File: src/rtl/pipe_stage_buf.sv
// Elastic pipeline stage: valid/ready handshake, freeze, flush and a 2-entry skid buffer.
// Define PIPE_STAGE_PERF_EN to build the saturating stall/bubble performance counters.
module pipe_stage_buf #(
    parameter int DATA_W = 32,
    parameter int CTRL_W = 8,
    parameter int CNT_W  = 16
) (
    input  logic              clk,
    input  logic              rst,
    input  logic              flush,
    input  logic              freeze,
    input  logic              in_valid,
    output logic              in_ready,
    input  logic [CTRL_W-1:0] in_ctrl,
    input  logic [DATA_W-1:0] in_data,
    output logic              out_valid,
    input  logic              out_ready,
    output logic [CTRL_W-1:0] out_ctrl,
    output logic [DATA_W-1:0] out_data,
    output logic [1:0]        occupancy,
    output logic [CNT_W-1:0]  stall_cnt,
    output logic [CNT_W-1:0]  bubble_cnt
);

    // Handshake: a transfer happens on a rising edge where valid and ready are both high.
    // in_ready depends only on flops, freeze and flush, never on out_ready.
    typedef enum logic [1:0] {
        EMPTY = 2'd0,
        HALF  = 2'd1,
        FULL  = 2'd2
    } state_t;

    state_t            state, state_n;
    logic [CTRL_W-1:0] main_ctrl, main_ctrl_n, skid_ctrl, skid_ctrl_n;
    logic [DATA_W-1:0] main_data, main_data_n, skid_data, skid_data_n;
    logic              main_valid, skid_valid;
    logic              accept, pop;

    assign main_valid = (state != EMPTY);
    assign skid_valid = (state == FULL);

    assign in_ready  = ~skid_valid & ~freeze & ~flush;
    assign accept    = in_valid & in_ready;
    assign pop       = main_valid & out_ready & ~freeze & ~flush;

    assign out_valid = main_valid;
    assign out_ctrl  = main_valid ? main_ctrl : '0;
    assign out_data  = main_data;
    assign occupancy = state;

    always_comb begin
        state_n     = state;
        main_ctrl_n = main_ctrl;
        main_data_n = main_data;
        skid_ctrl_n = skid_ctrl;
        skid_data_n = skid_data;
        if (flush) begin
            state_n     = EMPTY;
            main_ctrl_n = '0;
            skid_ctrl_n = '0;
        end else begin
            // freeze forces accept and pop low, so every branch below holds.
            case (state)
                EMPTY: begin
                    if (accept) begin
                        state_n     = HALF;
                        main_ctrl_n = in_ctrl;
                        main_data_n = in_data;
                    end
                end
                HALF: begin
                    if (accept && pop) begin
                        main_ctrl_n = in_ctrl;
                        main_data_n = in_data;
                    end else if (accept) begin
                        state_n     = FULL;
                        skid_ctrl_n = in_ctrl;
                        skid_data_n = in_data;
                    end else if (pop) begin
                        state_n     = EMPTY;
                        main_ctrl_n = '0;
                    end
                end
                FULL: begin
                    if (pop) begin
                        state_n     = HALF;
                        main_ctrl_n = skid_ctrl;
                        main_data_n = skid_data;
                        skid_ctrl_n = '0;
                    end
                end
                default: begin
                    state_n     = EMPTY;
                    main_ctrl_n = '0;
                    skid_ctrl_n = '0;
                end
            endcase
        end
    end

    always_ff @(posedge clk) begin
        if (rst) begin
            state     <= EMPTY;
            main_ctrl <= '0;
            main_data <= '0;
            skid_ctrl <= '0;
            skid_data <= '0;
        end else begin
            state     <= state_n;
            main_ctrl <= main_ctrl_n;
            main_data <= main_data_n;
            skid_ctrl <= skid_ctrl_n;
            skid_data <= skid_data_n;
        end
    end

`ifdef PIPE_STAGE_PERF_EN
    logic [CNT_W-1:0] stall_q, bubble_q;

    // Counters keep running through freeze and flush; only rst clears them.
    always_ff @(posedge clk) begin
        if (rst) begin
            stall_q  <= '0;
            bubble_q <= '0;
        end else begin
            if (main_valid && !pop && (stall_q != '1))
                stall_q <= stall_q + 1'b1;
            if (!main_valid && (bubble_q != '1))
                bubble_q <= bubble_q + 1'b1;
        end
    end

    assign stall_cnt  = stall_q;
    assign bubble_cnt = bubble_q;
`else
    assign stall_cnt  = '0;
    assign bubble_cnt = '0;
`endif

endmodule

File: config.mk
export PLATFORM = sky130hd
export DESIGN_NAME = pipe_stage_buf
export DESIGN_NICKNAME = d
export VERILOG_FILES = /design/src/rtl/pipe_stage_buf.sv
export SDC_FILE = /design/constraint.sdc
export NUM_CORES = 1
export LEC_CHECK = 0
export CORE_ASPECT_RATIO = 0.8
export CORE_MARGIN = 1
export CORE_UTILIZATION = 42
export DETAILED_ROUTE_END_ITERATION = 12
export GPL_ROUTABILITY_DRIVEN = 1
export PLACE_DENSITY = 0.71
export SLEW_MARGIN = 15
export SYNTH_ARGS = -nofsm -noshare
export SYNTH_HDL_FRONTEND = slang
export SYNTH_SLANG_ARGS = --single-unit
export TNS_END_PERCENT = 10
File: constraint.sdc
create_clock -name clk -period 4.3 [get_ports clk]
set_input_delay 0.86 -clock clk [delete_from_list [all_inputs] [get_ports clk]]
set_output_delay 0.86 -clock clk [all_outputs]
set_load 0.01 [all_outputs]
# Yosys cells after proc, flatten, opt, wreduce, memory -nomap -nowiden

Cells that the tools add are included.

Output and inout port bits: 76
Input bits: 46
Logic and storage cells: 55
Flip-flop bits (word level): 82

Bitwise operators: 11
Eq/ne operators: 10
Reductions and logical operators: 10
Muxes and demuxes: 19

Operators with widths:

| kind                                                 | number |
|---|---|
| two-way mux 32 bit                                   | 3 |
| case mux 32 bit (3 select lines)                     | 1 |
| two-way mux 8 bit                                    | 7 |
| case mux 8 bit (3 select lines)                      | 2 |
| AND reduction 4 bit                                  | 4 |
| two-way mux 2 bit                                    | 5 |
| != test 3 bit (second input constant)                | 3 |
| != test 2 bit (second input constant)                | 4 |
| AND 1 bit                                            | 6 |
| case mux 2 bit (3 select lines)                      | 1 |
| NOT 1 bit                                            | 5 |
| AND reduction 5 bit                                  | 1 |
| nonzero test 3 bit                                   | 1 |
| equality test 2 x 1 -> 1 bit (second input constant) | 1 |
| equality test 2 bit (second input constant)          | 1 |
| zero test 2 bit                                      | 1 |
| != test 2 x 1 -> 1 bit (second input constant)       | 1 |
| nonzero test 2 bit                                   | 1 |
| OR reduction 2 bit                                   | 1 |
| logical AND 1 bit                                    | 1 |

# Depth between registers and ports, before layout

Gate-level depths: netlist of the first run.

Depth in word-level cells: 8
Gate-level depth with buffers: 7
Gate-level depth less buffers: 4

# Least setup slack after synthesis of the first run

No wires, ideal clock.

Path type: input port to output port
From: in flush
To: out in_ready
Required time: 3.440 ns
Cell stages on the path: 4
Buffers on the path: 2
Setup slack: 1.640 ns
Arrival: 1.800 ns
Cell sequence: buf_6 -> nor2_1 -> clkbuf_1 -> and2_1

Word-level cells in the longest chain between the ends: 2

Ends and longest elaborated chain:

| item                | line | source |
|---|---|---|
| start: declaration  | 10   | `input logic flush,` |
| NOT 1 bit (no line) | -    |  |
| AND 1 bit           | 42   | `assign in_ready = ~skid_valid & ~freeze & ~flush;` |
| end: declaration    | 13   | `output logic in_ready,` |

Every way passes these cells.

# Worst setup path after layout of the first run

From: reg state[1], in the netlist occupancy[1]
To: out out_ctrl[5]

Word-level cells in the longest chain between the ends: 2

Ends and longest elaborated chain:

| item                     | line | source |
|---|---|---|
| start: declaration       | 33   | `state_t state, state_n;` |
| start signal: assignment | 109  | `state <= state_n;` |
| nonzero test 2 bit       | 39   | `assign main_valid = (state != EMPTY);` |
| two-way mux 8 bit        | 47   | `assign out_ctrl = main_valid ? main_ctrl : '0;` |
| end: declaration         | 18   | `output logic [CTRL_W-1:0] out_ctrl,` |

Every way passes these cells.

==> impl_metrics.env, run 1 <==
export IMPL_run_status="finished clean"
export IMPL_timing_critical_path_to_type="primary output"
export IMPL_syn_cell_area_mm2=0.00384
export IMPL_cts_root_to_sink_buffers=2
export IMPL_post_drt_wl_per_cell_um=14.6
export IMPL_crit_reg2reg_launch="occupancy[0]"
export IMPL_worst_slew_pin_transition_ns=0.829
export IMPL_setup_tns_final_ns=0
export IMPL_drt_pre_antenna_iters=4
export IMPL_routed_wirelength_um=9240
export IMPL_synth_ff_latch_count=82
export IMPL_power_per_cell_area_mw_per_mm2=359
export IMPL_timing_final_hold_violations=0
export IMPL_die_width_um=109
export IMPL_detail_route_antenna_nets=0
export IMPL_timing_critical_path_slowest_cell_delay_ns=0.86
export IMPL_skew_ns=0.00784
export IMPL_slew_limit_headroom_pct=44.6
export IMPL_drt_via_density=5.21
export IMPL_cts_setup_buffers=0
export IMPL_routed_via_count=3300
export IMPL_max_freq_mhz=317
export IMPL_starting_density_of_the_core_pct=44.3
export IMPL_clk_transition_reported_paths_ns=0.06
export IMPL_path_cells="nor2_1, nor2b_1, clkdlybuf4s50_1"
export IMPL_critical_path_startpoint="occupancy[1]"
export IMPL_synth_async_sr_flop_share_pct=0
export IMPL_synthXorXnorAreaFrac_pct=0.228
export IMPL_fp_row_count=30
export IMPL_num_io_pins=122
export IMPL_slew_violations=0
export IMPL_start_kind="flop"
export IMPL_yosys_mux_area_fraction_pct=10.7
export IMPL_detailedRoute_firstIterationViolations=168
export IMPL_synth_fa_ha_area_share_pct=0
export IMPL_vdd_ir_drop_worst_mv=0.189
export IMPL_worst_endpoint_required_ns=3.44
export IMPL_cts_tree="built"
export IMPL_finalWeightedCongestion=0.782
export IMPL_synth_top_flop_cell="dfxtp_1"
export IMPL_ys_warn_count=0
export IMPL_cap_viol_max_count=0
export IMPL_yosys_area_share_simple_pct=14.8
export IMPL_synth_area_top_cells="dfxtp_1 43%, mux2i_1 11%, a21oi_1 8.5%"
export IMPL_number_of_enable_type_register_cells_in_the_synthesized_netlist=0
export IMPL_grt_max_degree=66
export IMPL_setup_worst_path_class="reg2out"
export IMPL_cp_data_arrival_time_ns=2.30
export IMPL_die_y_um=87.6
export IMPL_global_route_usage_total_pct=20.2
export IMPL_min_delay_start="skid_data[1]"
export IMPL_post_synth_inst_count=447
export IMPL_syn_avg_cell_area_um2=8.60
export IMPL_synth_seq_area_share_pct=42.7
export IMPL_final_layout_size_suffix_gt1_share_pct=5.57
export IMPL_synth_lib_cells_used_distinct=36
export IMPL_hold_path_class="reg2reg"
export IMPL_clock_network_latency_to_the_later_pin_of_the_worst_skew_pair_ns=0.33
export IMPL_synth_compound_gate_area_share_pct=20.1
export IMPL_grt_first_pass_wirelength_um=15000
export IMPL_crit_path_max_fanout=19
export IMPL_cts_root_buffer_cell="clkbuf_16"
export IMPL_tritoncts_num_buffers=9
export IMPL_clock_sink_count=82
export IMPL_dieArea_mm2=0.00954
export IMPL_dp_hpwl_um=6000
export IMPL_period_needed_ns=3.16
export IMPL_diodes=0
export IMPL_buffer_ports_inserted=89
export IMPL_grt_setup_unrepaired="no"
export IMPL_synth_area_leader_cell="dfxtp_1"
export IMPL_area_delta_synth_final_pct=28.1
export IMPL_lkg_pwr_nw=1.92
export IMPL_synth_top_family_by_area="compound AO/OA/AOI/OAI gates"
export IMPL_globalRouteOverflowTotal=0
export IMPL_final_instance_count_excl_fill=633
export IMPL_post_route_period_util_pct=73.4
export IMPL_final_net_count=562
export IMPL_cts_resized=0
export IMPL_core_area_mm2=0.00867
export IMPL_nFillCells=794
export IMPL_worst_path_max_delay_cell="dfxtp_1"
export IMPL_place_detailed_instances=617
export IMPL_initial_antenna_violation_count=0
export IMPL_drcViolationCount=0
export IMPL_first_global_vias=2978
export IMPL_post_synth_top_area_fraction_pct=42.7
export IMPL_report_final_setup_viol=0
export IMPL_cts_htree_levels=3
export IMPL_cts_hold_buffers_added=0
[stage by stage]
step	instance area (um^2)	util, %	setup WS [ns]	hold WS (ns)	power [mW]
after floorplan	3960	-	1.64	0.434	0.919
after global placement	4610	53.1	1.25	0.440	0.994
after detailed placement	4610	53.1	1.15	0.446	0.996
after CTS	4920	56.8	1.12	0.454	1.78
after global routing	4920	56.8	0.988	0.468	1.84
final	4920	56.8	1.14	0.453	1.77
[flip-flops by register name, summed over array words and instances (netlist names)]
| register | cells |
|---|---|
| occupancy | 2 |
| main_ctrl | 8 |
| skid_data | 32 |
| out_data | 32 |
| skid_ctrl | 8 |
[power breakdown]
group          switching (mW)  internal, mW
Combinational          0.0965        0.0942
Clock                   0.304         0.483
Sequential             0.0119         0.778
Total                   0.412          1.36
[worst max-delay path, delay by kind of cell (launching register included)]
| kind | cells | cell delay [ns] |
|---|---|---|
| flops | 1 | 0.86 |
| simple gates | 2 | 0.56 |
| buf+inv | 1 | 0.55 |
[cells in the mapped netlist (8+ instances only)]
| cell type | instances |
|---|---|
| nor2_1 | 8 |
| o22ai_1 | 8 |
| nand2_1 | 83 |
| clkbuf_1 | 14 |
| nand3_1 | 9 |
| mux2i_1 | 41 |
| a211oi_1 | 32 |
| o21ai_0 | 8 |
| nor2b_1 | 10 |
| buf_2 | 17 |
| a22o_1 | 8 |
| dfxtp_1 | 82 |
| buf_4 | 33 |
| a21oi_1 | 65 |
[path summary, 6_finish.rpt]
kind,endpoint,slack [ns],depth (start not counted)
worst max-delay path,out_ctrl[5],1.14,3
worst min-delay path,skid_data[1],0.45,2
worst max register to register,skid_data[31],1.96,5
worst min register to register,skid_data[1],0.45,2
[kinds of logic (layout without fill, tap and decap cells)]
group,Yosys count,in the layout
flops,82,82
other cells,1,32
buf+inv,70,113
simple gates,125,125
compound gates,127,127
xor+xnor,1,1
mux,41,41
[cell usage in the layout (no fill, tap or decap), types with 2 or more instances in the layout]
cell type         n
nand3_1           9
a21oi_1          65
a211oi_1         32
buf_4             7
nand2_1          83
clkbuf_16         9
clkbuf_8          2
clkdlybuf4s50_1  88
a22o_1            8
nor2b_1          10
nor2_1            7
nand3b_1          2
o22ai_1           8
nor3b_1           2
mux2i_1          41
conb_1           32
and2_1            3
dfxtp_1          82
o21ai_0           8
[per-layer routing]
layer  track usage [%]  vias to the layer above  share of wire [%]
met5                 0                        -                  0
met4              6.51                        0                1.7
met3              4.99                       11                6.6
li1                  -                     1636                  -
met1              26.7                     1543                 47
met2              32.4                      110                 45
[final cells by class]
type	instances	area, um^2	share of cell area (%)
Multi-Input combinational cell	326	1880	38.3
Sequential cell	82	1640	33.4
Timing Repair Buffer	96	938	19.1
Clock buffer	11	253	5.14
Tap cell	112	140	2.85
Clock inverter	5	60.1	1.22
Inverter	1	3.75	0.0763
(Power assumes the default switching activity.)
==> run 2: changes to the inputs <==
Clock period 4.3 ns to 3.3 ns, I/O delays scaled along.
==> run 2 against run 1 <==
Compared with the run above:
- global-route usage grew 0.11 points
- sequential share of layout area shrank 0.24 points
- die area is the same
==> impl_metrics.env, run 2 (synthesis gave the netlist of run 1 again) <==
export IMPL_num_io_pins=122
export IMPL_tritoncts_num_buffers=9
export IMPL_cts_resized=0
export IMPL_diodes=0
export IMPL_post_route_period_util_pct=81.7
export IMPL_drt_pre_antenna_iters=4
export IMPL_area_delta_synth_final_pct=29.0
export IMPL_place_worst_setup_slack_ns=0.615
export IMPL_cts_setup_buffers=0
export IMPL_post_drt_wl_per_cell_um=14.8
export IMPL_final_area_mm2=0.00496
export IMPL_die_y_um=87.6
export IMPL_dieArea_mm2=0.00954
export IMPL_lkg_pwr_nw=1.94
export IMPL_detail_route_antenna_nets=0
export IMPL_layout_common_cells="88 x clkdlybuf4s50_1, 83 x nand2_1, 82 x dfxtp_1"
export IMPL_fp_row_count=30
export IMPL_final_instance_count_excl_fill=636
export IMPL_grt_setup_unrepaired="no"
export IMPL_timing_rr_end="main_ctrl[6]"
export IMPL_clk_transition_reported_paths_ns=0.06
export IMPL_dp_hpwl_um=6090
export IMPL_nFillCells=788
export IMPL_hold_path_class="reg2reg"
export IMPL_globalRoute_busiestLayer="met2"
export IMPL_skew_ns=0.00881
export IMPL_cts_hold_buffers_added=0
export IMPL_reg2regPathDepth=6
export IMPL_setup_worst_path_end="in_ready"
export IMPL_run_status="finished clean"
export IMPL_worstHoldPathCells=2
export IMPL_report_final_setup_viol=0
export IMPL_slew_violations=0
export IMPL_groute_layer_met1_usage_pct=26.5
export IMPL_core_area_mm2=0.00867
export IMPL_crit_reg2reg_launch="occupancy[0]"
export IMPL_power_per_cell_area_mw_per_mm2=474
export IMPL_cp_data_arrival_time_ns=2.04
export IMPL_register_area_mm2=0.00164
export IMPL_final_net_count=566
export IMPL_cts_root_buffer_cell="clkbuf_16"
export IMPL_worst_endpoint_required_ns=2.64
export IMPL_initial_antenna_violation_count=0
export IMPL_critical_path_startpoint="freeze"
export IMPL_max_freq_mhz=371
export IMPL_grt_use_met2_pct=32.6
export IMPL_drt_via_density=5.25
export IMPL_grt_first_pass_wirelength_um=15000
export IMPL_buffer_ports_inserted=89
export IMPL_multi_input_area_mm2=0.00188
export IMPL_setup_worst_path_class="in2out"
export IMPL_most_frequent_standard_cell_in_the_layout_excluding_fill_and_tap_cells="clkdlybuf4s50_1"
export IMPL_worst_slack_ns=0.605
export IMPL_grt_max_degree=39
export IMPL_routed_via_count=3336
export IMPL_routed_wirelength_um=9400
export IMPL_postPlaceCellArea_mm2=0.00464
export IMPL_p_total_mw=2.35
export IMPL_drcViolationCount=0
export IMPL_setup_tns_final_ns=0
export IMPL_clock_network_latency_to_the_later_pin_of_the_worst_skew_pair_ns=0.33
export IMPL_cap_viol_max_count=0
export IMPL_grt_met3_usage_pct=4.84
export IMPL_cts_root_to_sink_buffers=2
export IMPL_vdd_ir_drop_worst_mv=0.231
export IMPL_slew_limit_headroom_pct=52.5
export IMPL_detailedRoute_firstIterationViolations=218
export IMPL_period_needed_ns=2.70
export IMPL_start_kind="input pin"
export IMPL_first_global_vias=3000
export IMPL_timing_critical_path_to_type="primary output"
export IMPL_clock_sink_count=82
export IMPL_final_layout_size_suffix_gt1_share_pct=5.92
export IMPL_finalWeightedCongestion=0.821
export IMPL_globalRouteOverflowTotal=0
export IMPL_die_width_um=109
export IMPL_global_route_usage_total_pct=20.3
export IMPL_place_detailed_instances=621
export IMPL_crit_path_max_fanout=7
export IMPL_timing_final_hold_violations=0
export IMPL_starting_density_of_the_core_pct=44.3
export IMPL_cts_htree_levels=3
export IMPL_setup_reg_to_reg_worst_slack_ns=1.40
export IMPL_cts_tree="built"
export IMPL_worst_slew_pin_transition_ns=0.709
==> run 2: cell types whose count changed in the layout (fill, tap and decap cells not counted), sizes merged <==
cell / change
clkinv: -1
buf: +4
bufinv: +1
inv: -1
==> run 2: metrics by stage <==
stage	utilization [%]	hold slack, ns
after floorplan	-	0.434
after global placement	53.5	0.441
after detailed placement	53.5	0.447
after CTS	57.2	0.456
after global routing	57.2	0.480
final	57.2	0.452
==> run 2: report_power, final <==
group / internal (mW) / total [mW] / switching [mW]
Sequential: 1.01 / 1.03 / 0.0141
Clock: 0.681 / 1.07 / 0.387
Combinational: 0.125 / 0.252 / 0.128
==> run 2: layer usage <==
layer / part of all wire [%] / vias to the layer above / wire, um
met5: 0 / - / 0
met4: 1.3 / 0 / 124
met3: 7.0 / 11 / 659
met2: 46 / 120 / 4350
met1: 45 / 1564 / 4260
li1: - / 1641 / -
==> run 2: worst min path at each step <==
stage,slack (ns),start,to
2_1_floorplan,0.43,main_ctrl[5],main_ctrl[5]
3_3_place_gp,0.44,skid_data[2],skid_data[2]
3_5_place_dp,0.45,skid_data[5],skid_data[5]
4_1_cts,0.46,skid_data[5],skid_data[5]
5_1_grt,0.48,skid_data[0],skid_data[0]
6_report,0.45,skid_data[27],skid_data[27]
==> run 2: critical path: stages <==
cell and delay, ns:
clkdlybuf4s50_1 0.54, nor2_2 0.18, and2_1 0.13, clkdlybuf4s50_1 0.52
==> run 2: cell type report <==
cell class                 instances  area share, %
multi-input combinational        326           38.0
tap                              112           2.83
inverter                           1         0.0757
clock inverter                     4           1.54
sequential                        82           33.1
timing repair buffer             100           19.5
clock buffer                      11           4.90
==> run 3: changes to the inputs <==
Clock period 3.3 ns to 2.65 ns, I/O delays scaled along.
==> run 3 against run 2 <==
Compared with the run above:
- combinational power up 27%
- sequential share of layout area fell by 0.36 points
- flip-flop and latch count did not move
- clock power increased by 19%
- die area did not move
- non-clock buffer count increased by 3
- global-route usage increased by 0.25 points
- clock skew is 0.0027 ns lower
- via count about the same
- utilization rose by 0.62 points
- design area increased by 1.1%
- routed wire length shrank 0.36%
- critical endpoint is now out_ctrl[7]
==> impl_metrics.env, run 3 (synthesis gave the netlist of run 1 again) <==
export IMPL_post_route_period_util_pct=92.9
export IMPL_detail_route_antenna_nets=0
export IMPL_globalRouteOverflowTotal=0
export IMPL_path_cells="nor2_1, nor2b_1, clkdlybuf4s50_1"
export IMPL_clock_sink_count=82
export IMPL_place_worst_setup_slack_ns=0.238
export IMPL_m1WireLength_um=4380
export IMPL_first_global_vias=3056
export IMPL_dieArea_mm2=0.00954
export IMPL_nFillCells=821
export IMPL_worst_endpoint_required_ns=2.12
export IMPL_setup_worst_path_end="out_ctrl[7]"
export IMPL_diodes=0
export IMPL_critical_path_startpoint="occupancy[0]"
export IMPL_final_area_mm2=0.00501
export IMPL_highest_signal_layer="met4"
export IMPL_worst_path_max_delay_cell="nor2_1"
export IMPL_cts_root_buffer_cell="clkbuf_16"
export IMPL_clock_network_latency_to_the_later_pin_of_the_worst_skew_pair_ns=0.33
export IMPL_grt_max_degree=65
export IMPL_slew_violations=0
export IMPL_postPlaceCellArea_mm2=0.00470
export IMPL_cts_setup_buffers=0
export IMPL_lkg_pwr_nw=1.97
export IMPL_reg2regPathDepth=5
export IMPL_drcViolationCount=0
export IMPL_wl_met3_um=561
export IMPL_final_core_utilization_pct=57.8
export IMPL_final_layout_size_suffix_gt1_share_pct=6.82
export IMPL_layout_common_cells="88 x clkdlybuf4s50_1, 83 x nand2_1, 82 x dfxtp_1"
export IMPL_cap_viol_max_count=0
export IMPL_slew_limit_headroom_pct=55.1
export IMPL_cts_resized=0
export IMPL_grt_setup_unrepaired="no"
export IMPL_power_per_cell_area_mw_per_mm2=573
export IMPL_timing_critical_path_slowest_cell_delay_ns=0.56
export IMPL_starting_density_of_the_core_pct=44.3
export IMPL_die_y_um=87.6
export IMPL_worst_slew_pin_transition_ns=0.671
export IMPL_clk_transition_reported_paths_ns=0.06
export IMPL_global_route_usage_total_pct=20.5
export IMPL_initial_antenna_violation_count=0
export IMPL_grt_first_pass_wirelength_um=15100
export IMPL_met2_routed_wirelength_um=4290
export IMPL_cts_htree_levels=3
export IMPL_detailedRoute_firstIterationViolations=190
export IMPL_core_area_mm2=0.00867
export IMPL_report_final_setup_viol=0
export IMPL_fp_row_count=30
export IMPL_timing_rr_end="main_ctrl[5]"
export IMPL_crit_path_max_fanout=11
export IMPL_period_needed_ns=2.46
export IMPL_post_drt_wl_per_cell_um=14.6
export IMPL_timing_final_hold_violations=0
export IMPL_run_status="finished clean"
export IMPL_drt_pre_antenna_iters=4
export IMPL_cts_tree="built"
export IMPL_routed_via_count=3339
export IMPL_start_kind="flop"
export IMPL_cts_root_to_sink_buffers=2
export IMPL_skew_ns=0.00614
export IMPL_routed_wirelength_um=9370
export IMPL_dp_hpwl_um=6030
export IMPL_max_freq_mhz=406
export IMPL_hold_path_class="reg2reg"
export IMPL_num_io_pins=122
export IMPL_cp_data_arrival_time_ns=1.93
export IMPL_worst_slack_ns=0.188
export IMPL_cts_hold_buffers_added=0
export IMPL_finalWeightedCongestion=0.849
export IMPL_die_width_um=109
export IMPL_final_net_count=569
export IMPL_buffer_ports_inserted=89
export IMPL_setup_worst_path_class="reg2out"
export IMPL_area_delta_synth_final_pct=30.4
export IMPL_drt_via_density=5.22
export IMPL_crit_reg2reg_launch="occupancy[0]"
export IMPL_most_frequent_standard_cell_in_the_layout_excluding_fill_and_tap_cells="clkdlybuf4s50_1"
export IMPL_setup_tns_final_ns=0
export IMPL_timing_critical_path_to_type="primary output"
export IMPL_setup_reg_to_reg_worst_slack_ns=0.68
export IMPL_tritoncts_num_buffers=9
export IMPL_vdd_ir_drop_worst_mv=0.286
[run 3: cell types whose count changed in the layout (fill, tap and decap cells not counted), sizes merged]
cell    previous run  this run
bufinv             2         1
clkinv             1         2
buf               12        15
inv                1         2
[run 3: where the power goes]
group	total [mW]	switching [mW]	internal, mW
Sequential	1.28	0.0183	1.26
Combinational	0.321	0.159	0.161
Clock	1.27	0.487	0.784
[run 3: layer usage]
metal / track usage [%] / up-vias
met5: 0 / -
met4: 7.74 / 0
met3: 5.21 / 13
met2: 32.2 / 123
met1: 27.2 / 1558
li1: - / 1645
[run 3: layout make-up]
class,instances,area [um^2],share of cell area [%]
repair buffers,103,1030,20.5
well taps,112,140,2.80
multi-input cells,326,1880,37.6
inverters,1,3.75,0.0749
flip-flops and latches,82,1640,32.8
clock inverters,5,60.1,1.20
clock buffers,11,253,5.04
[run 3: critical path, delay by kind of cell (launching register included)]
| kind | cells | cell delay, ns |
|---|---|---|
| buf+inv | 1 | 0.51 |
| flops | 1 | 0.42 |
| simple gates | 2 | 0.67 |
[run 3: how the worst min path moves through the flow]
stage | startpoint | to | cells after the start
after detailed placement | skid_data[2] | skid_data[2] | 2
after global placement | skid_data[1] | skid_data[1] | 2
after global routing | skid_data[25] | skid_data[25] | 2
after CTS | skid_data[2] | skid_data[2] | 2
after floorplan | main_ctrl[5] | main_ctrl[5] | 1
final | skid_data[2] | skid_data[2] | 2
[run 3: metrics by stage]
step	instances	hold WS, ns	total power, mW
floorplan	478	0.434	1.49
global placement	624	0.441	1.62
detailed placement	624	0.446	1.63
CTS	640	0.454	2.90
global route	640	0.469	2.99
finish	640	0.453	2.87
